==> src/rtl/led_pattern_pkg.sv <==
// Shared types and helpers for the LED pattern engine and its prescaler.
package led_pattern_pkg;

  // Pattern select values as presented on the mode switches.
  typedef enum logic [1:0] {
    ROTATE = 2'd0,
    BOUNCE = 2'd1,
    FILL   = 2'd2,
    BLINK  = 2'd3
  } led_mode_e;

  // Widest LED bank the seed helper can describe; callers cast down to their width.
  localparam int LED_MAX_W = 256;

  // Starting pattern for a mode: one-hot MSB for the moving-dot modes,
  // empty bar for FILL, all lit for BLINK.
  function automatic logic [LED_MAX_W-1:0] led_seed(input led_mode_e mode, input int width);
    logic [LED_MAX_W-1:0] seed;
    seed = '0;
    case (mode)
      ROTATE, BOUNCE: seed = {{(LED_MAX_W-1){1'b0}}, 1'b1} << (width - 1);
      FILL:           seed = '0;
      BLINK:          seed = ~({LED_MAX_W{1'b1}} << width);
      default:        seed = '0;
    endcase
    return seed;
  endfunction

endpackage

==> src/rtl/led_pattern_gen_tick_gen.sv <==
// Prescaler producing a one-cycle enable every DIV enabled clock cycles.
// Freezing en holds the count so a paused period resumes where it stopped.
module tick_gen #(
  parameter int DIV = 25_000_000
) (
  input  logic clk,
  input  logic rst,
  input  logic en,
  output logic tick
);

  localparam int CNT_W = (DIV > 1) ? $clog2(DIV) : 1;

  logic [CNT_W-1:0] cnt_q;
  logic [CNT_W-1:0] cnt_d;

  // Terminal count detection and wrap/hold of the prescaler.
  always_comb begin
    tick  = en && (cnt_q == CNT_W'(DIV - 1));
    cnt_d = cnt_q;
    if (tick) begin
      cnt_d = '0;
    end else if (en) begin
      cnt_d = cnt_q + 1'b1;
    end
  end

  // Prescaler register, cleared by reset.
  always_ff @(posedge clk) begin
    if (rst) begin
      cnt_q <= '0;
    end else begin
      cnt_q <= cnt_d;
    end
  end

endmodule

==> src/rtl/led_pattern_gen.sv <==
// LED pattern engine: rotate, bounce, fill-bar and blink on a single board
// clock, advanced by a prescaler tick instead of a derived clock.
module led_pattern_gen
  import led_pattern_pkg::*;
#(
  parameter int WIDTH = 16,
  parameter int DIV   = 25_000_000
) (
  input  logic             clk,
  input  logic             rst,
  input  logic             en,
  input  logic             dir,
  input  logic [1:0]       mode,
  output logic [WIDTH-1:0] led,
  output logic             step
);

  localparam logic [WIDTH-1:0] ONE_HOT_MSB = WIDTH'(led_seed(ROTATE, WIDTH));

  logic             tick;
  led_mode_e        modeSel;
  logic [WIDTH-1:0] led_q, led_d;
  led_mode_e        mode_q, mode_d;
  logic             bdir_q, bdir_d;
  logic             step_q;

  tick_gen #(
    .DIV(DIV)
  ) u_tick (
    .clk (clk),
    .rst (rst),
    .en  (en),
    .tick(tick)
  );

  assign modeSel = led_mode_e'(mode);

  // Next pattern: reseed on a mode change, otherwise advance per the held mode.
  always_comb begin
    led_d  = led_q;
    mode_d = mode_q;
    bdir_d = bdir_q;
    if (tick) begin
      if (modeSel != mode_q) begin
        mode_d = modeSel;
        led_d  = WIDTH'(led_seed(modeSel, WIDTH));
        bdir_d = dir;
      end else begin
        case (mode_q)
          ROTATE: begin
            if (dir) begin
              led_d = {led_q[WIDTH-2:0], led_q[WIDTH-1]};
            end else begin
              led_d = {led_q[0], led_q[WIDTH-1:1]};
            end
          end
          BOUNCE: begin
            // Turn around at an end in the same tick so no position dwells.
            if (!bdir_q) begin
              if (led_q[0]) begin
                bdir_d = 1'b1;
                led_d  = led_q << 1;
              end else begin
                led_d  = led_q >> 1;
              end
            end else begin
              if (led_q[WIDTH-1]) begin
                bdir_d = 1'b0;
                led_d  = led_q >> 1;
              end else begin
                led_d  = led_q << 1;
              end
            end
          end
          FILL: begin
            if (&led_q) begin
              led_d = '0;
            end else if (dir) begin
              led_d = {led_q[WIDTH-2:0], 1'b1};
            end else begin
              led_d = {1'b1, led_q[WIDTH-1:1]};
            end
          end
          BLINK: begin
            led_d = ~led_q;
          end
          default: begin
            led_d = led_q;
          end
        endcase
      end
    end
  end

  // Pattern, mode, bounce direction and step pulse registers; reset wins over a tick.
  always_ff @(posedge clk) begin
    if (rst) begin
      led_q  <= ONE_HOT_MSB;
      mode_q <= ROTATE;
      bdir_q <= 1'b0;
      step_q <= 1'b0;
    end else begin
      led_q  <= led_d;
      mode_q <= mode_d;
      bdir_q <= bdir_d;
      step_q <= tick;
    end
  end

  assign led  = led_q;
  assign step = step_q;

endmodule
==> config.mk <==
export PLATFORM = sky130hd
export DESIGN_NAME = led_pattern_gen
export DESIGN_NICKNAME = d
export VERILOG_FILES = /design/src/rtl/led_pattern_pkg.sv /design/src/rtl/led_pattern_gen_tick_gen.sv /design/src/rtl/led_pattern_gen.sv
export SDC_FILE = /design/constraint.sdc
export NUM_CORES = 1
export LEC_CHECK = 0
export BUFFER_PORTS_ARGS = -buffer_cell sky130_fd_sc_hd__buf_2
export CELL_PAD_IN_SITES_DETAIL_PLACEMENT = 0
export CELL_PAD_IN_SITES_GLOBAL_PLACEMENT = 1
export CORE_MARGIN = 10
export CORE_UTILIZATION = 48
export DETAILED_ROUTE_END_ITERATION = 12
export GPL_TIMING_DRIVEN = 0
export PLACE_DENSITY_LB_ADDON = 0.1
export SYNTH_ARGS = -nofsm -noshare
export SYNTH_HDL_FRONTEND = slang
export SYNTH_HIERARCHICAL = 1
export SYNTH_SLANG_ARGS = --single-unit
==> constraint.sdc <==
create_clock -name clk -period 6.9 [get_ports clk]
set_clock_uncertainty 0.2 [all_clocks]
set_input_delay 1.38 -clock clk [delete_from_list [all_inputs] [get_ports clk]]
set_output_delay 1.38 -clock clk [all_outputs]
set_load 0.02 [all_outputs]
==> Yosys cells after proc, flatten, opt, wreduce, memory -nomap -nowiden <==
Index checks and enable logic that the tools add are counted.
{ "totals": {"ff_bits": 45, "output_inout_bits": 17} }
{ "classes": {"addsub": 1, "eq_ne": 8, "n_mux": 14, "bitwise_logic": 1, "n_reduce_logical": 9} }
{ "ops": {"columns": ["cell", "count"], "rows": [
  ["two-way mux 16 bit", 7],
  ["one-hot mux 16 bit (4 select lines)", 1],
  ["one-hot mux 16 bit (3 select lines)", 1],
  ["adder 25 x 1 -> 25 bit (second input constant)", 1],
  ["== test 25 bit (second input constant)", 1],
  ["NOT 16 bit", 1],
  ["AND reduction 16 bit", 1],
  ["== test 2 bit (second input constant)", 4],
  ["two-way mux 1 bit", 5],
  ["== test 2 x 1 -> 1 bit (second input constant)", 2],
  ["zero test 2 bit", 2],
  ["AND reduction 2 bit", 2],
  ["OR reduction 2 bit", 2],
  ["!= test 2 bit", 1],
  ["nonzero test 2 bit", 1],
  ["logical AND 1 bit", 1]
]} }

==> Longest topological paths before layout <==
{ "logic_depth": {"depth_word": 4, "mapped_depth": 10} }

==> Cells and area by module <==
The synthesis kept the hierarchy.
{ "modules_own_cells": {"columns": ["mod", "instances", "cells_per_inst", "area_each_um2"], "rows": [
  ["led_pattern_gen", 1, 221, 1641.6],
  ["tick_gen", 1, 146, 1271.2]
]} }

==> Worst setup path before layout <==
Ideal clock, no wire load.
{ "synth_timing": {"path_kind": "in2reg", "startpoint": "in en", "endpoint": "reg led_q[10] (netlist: led[10])", "setup_time_ps": 143, "arrival_ps": 3169, "required_ps": 6557, "slack_ps": 3388, "cell_stages": 9, "n_path_buf": 2, "cell_sequence": "nand4_2 or4_4 nor2_1 buf_2 inv_1 a31o_1 o21bai_1 clkbuf_1 a311oi_1"} }
{ "synth_via": {"elab_chain_cells": 1} }
{ "synth_lines": {"columns": ["item", "line_no", "rtl"], "rows": [
  ["from (decl)", "led_pattern_gen.sv:11", "input logic en,"],
  ["logical AND 1 bit", "led_pattern_gen_tick_gen.sv:19", "tick = en && (cnt_q == CNT_W'(DIV - 1));"],
  ["via tick", "led_pattern_gen.sv:20", "logic tick;"],
  ["to (signal assigned)", "led_pattern_gen.sv:103", "led_q <= led_d;"],
  ["to (decl)", "led_pattern_gen.sv:22", "logic [WIDTH-1:0] led_q, led_d;"]
]} }
The timed path passes the listed nets, and every way through them passes these cells.
A chain may end at the register's enable or synchronous reset.

==> Final worst setup path <==
{ "layout_timing": {"startpoint": "in en", "endpoint": "reg led_q[3] (netlist: led[3])"} }
The elaborated chain is that of the path after synthesis.

==> results.cfg <==
[status]
status = finished clean

[global_routing]
antenna_found_initial = 0
grt_overflow_total = 0
track_usage = 0.1716
grt_start_max_net_pins = 15
grt_pass1_vias = 2743
grt_first_pass_wirelength_um = 14120

[sta]
layout_worst_path_cycle_share = 0.5872
min_period_ps = 4052
max_slew_margin = 0.4996
hold_slack_ps = 305.1
hold_viol_final = 0
rsz0062_at_grt = false
final-setup-viol-count = 0
tns_ps = 0
slew_viol_final = 0
max_freq_mhz = 246.8
worstMarginPinSlew_ps = 747.9

[pwr]
p_per_area_nw_per_um2 = 152.6
p_comb_frac = 0.044
switching_share = 0.2299
leakagePower_uw = 0.001179
internal_power_uw = 377.7
vdd_drop_max_uv = 75.79
p_seq_frac = 0.534
finalPower_uw = 490.5
clkPwrFrac = 0.423
switchingPower_uw = 112.8

[worst_setup_path]
critical_path_class = primary input to flop
cp_slowest_cell = or4_4
cp_common_cell = buf_2
cp.arrival_ps = 4010
cpPeakStageDelay_ps = 590
required_ps = 6860
cp-start-kind = primary input
cp_max_fo = 10
end_kind = flop
path_depth = 10
cp.buffers_inverters = 4
critical_path.top_delay_family = buffers and inverters
reg2regPathDepth = 10
crit_chain = buf_2 > nand4_2 > or4_4 > nor2_1 > buf_2 > inv_1 > a31o_1 > o21bai_1 > clkbuf_1 > a311oi_1

[detailed_routing]
drt_first_pass_iters = 5
first_iter_violations = 183
drcViolationCount = 0
vias_per_cell = 6.350
drt-total-wl_um = 8427
drtAntennaViolNets = 0
vias = 2978
avgRoutedWirePerCell_um = 17.97

[hold_path]
min_path_cells = 2
hp-class = flop to flop

[place]
dp_hpwl_um = 5913
gp_congestion = 0.8959
port_buffers = 19

[yosys]
netlist_instances = 367
synth_top_area_cell = dfxtp_1
synth_warnings = 6
synthXorXnorAreaFrac = 0.04210
synth-simple-area-share = 0.2844
synthArstFlopShare = 0
syn_nets = 374
synth_edf_count = 0
synthesis.area_um2 = 2913
synth_compound_area_frac = 0.2358
synth_top_family_by_area = simple AND/OR/NAND/NOR gates
synth-adder-area-share = 0.004296
synthFlopType = dfxtp_1
synthMuxAreaShare = 0.06271
ys_seq_area_frac = 0.3093
syn-mean-instance-area_um2 = 7.937
yosysTopAreaCellShare = 0.3093
ys_types = 57
synth_seq_cells = 45
synth_area_leaders = dfxtp_1 (31%), nor2_1 (6.1%), mux2i_1 (5.5%)

[clocking]
clock_sinks = 45
cts_root_buffer = clkbuf_8
post_cts_resized = 0
clk_pin_slew_worst_paths_ps = 90
htreeDepth = 2
cts_hold_buf = 0
cts_max_path_buffers = 2
cts_made_buffers = 5
clk-insertion-delay-late_ps = 300
post-cts-setup-buffer-count = 0
cts_tree = done

[floorplan]
fp.dieW_um = 97.90
dieArea_um2 = 9584
coreArea_um2 = 5921
start_util = 0.4920
ios = 23
chipHeight_um = 97.90
num_rows = 28

[cells_and_area]
area_growth_pct = 10.31
final_net_count = 400
final_cell_mix = nor2_1 (47), dfxtp_1 (45), buf_2 (36), a21oi_1 (21), nand2_1 (20)
final_common_cell = nor2_1
num_antenna_cells = 0
drive_above_1_share = 0.1650

[run]
drv_cap = 0
-- through the flow --
| step | cells | area, µm² | setup slack (ps) | utilization |
|---|---|---|---|---|
| 3_5_place_dp | 461 | 3102 | 2577 | 0.5239 |
| 2_1_floorplan | 367 | 2913 | 3388 | - |
| 4_1_cts | 469 | 3213 | 2888 | 0.5427 |
| 3_3_place_gp | 461 | 3102 | 2559 | 0.5239 |
| 6_report | 469 | 3213 | 2848 | 0.5427 |
| 5_1_grt | 469 | 3213 | 2641 | 0.5427 |
-- cell usage after synthesis, drive strengths merged (3+ instances only) --
cell     instances
o21bai           3
mux2i           16
clkbuf           4
or2              5
o21ai           28
o31ai            4
dfxtp           45
nand2           20
o211ai           4
nand2b           4
o2111ai          5
xor2             9
nand4           17
a311oi          11
buf             25
and4             3
a21oi           22
nand3           13
xnor2            5
nor2            47
nor2b            5
or4             15
and3             3
a211o            3
inv              7
o311ai           3
or3             15
-- flip-flops by register name, summed over array words and instances (netlist names) --
signal,flops
u_tick/cnt_q,25
mode_q,2
bdir_q,1
led,16
step,1
-- logic make-up after synthesis --
| group | count (synthesis) |
|---|---|
| AO/OA/AOI/OAI | 100 |
| adder cells (fa/ha/maj) | 1 |
| XOR/XNOR | 14 |
| multiplexers | 18 |
| AND/OR/NAND/NOR | 153 |
| flip-flops | 45 |
| buffers and inverters | 36 |
-- cell type report --
class | count | area (µm²)
fill | 615 | 2708
multi-input combinational | 286 | 1833
sequential | 45 | 900.9
buffer | 29 | 152.6
timing repair buffer | 19 | 95.09
tap | 75 | 93.84
clock buffer | 6 | 72.57
clock inverter | 2 | 38.79
inverter | 7 | 26.28
-- tightest hold or removal path, cell delays in order, from the launching register on --
cell	delay, ps
dfxtp_1	340
o31ai_1	80
a21oi_2	50
-- per-layer routing --
layer | share of wire | up-vias | global-route usage
li1 | - | 1436 | -
met1 | 0.48 | 1442 | 0.2433
met2 | 0.44 | 91 | 0.2497
met3 | 0.066 | 9 | 0.04581
met4 | 0.010 | 0 | 0.04027
met5 | 0 | - | 0
-- path summary, 6_finish.rpt --
path	slack, ps	endpoint	start
setup / recovery	2850	led[3]	en
hold / removal	310	u_tick/cnt_q[24]	u_tick/cnt_q[24]
setup reg to reg	3450	led[3]	u_tick/cnt_q[0]
hold reg to reg	310	u_tick/cnt_q[24]	u_tick/cnt_q[24]
-- power groups by stage --
stage	clock (µW)	sequential, µW	combinational [µW]
6_report	207	262	21.4
5_1_grt	224	262	23.5
4_1_cts	212	262	21.4
3_5_place_dp	0	268	21.3
3_3_place_gp	0	268	20.8
2_1_floorplan	0	268	15.2
Power figures use the tool's default switching activity.
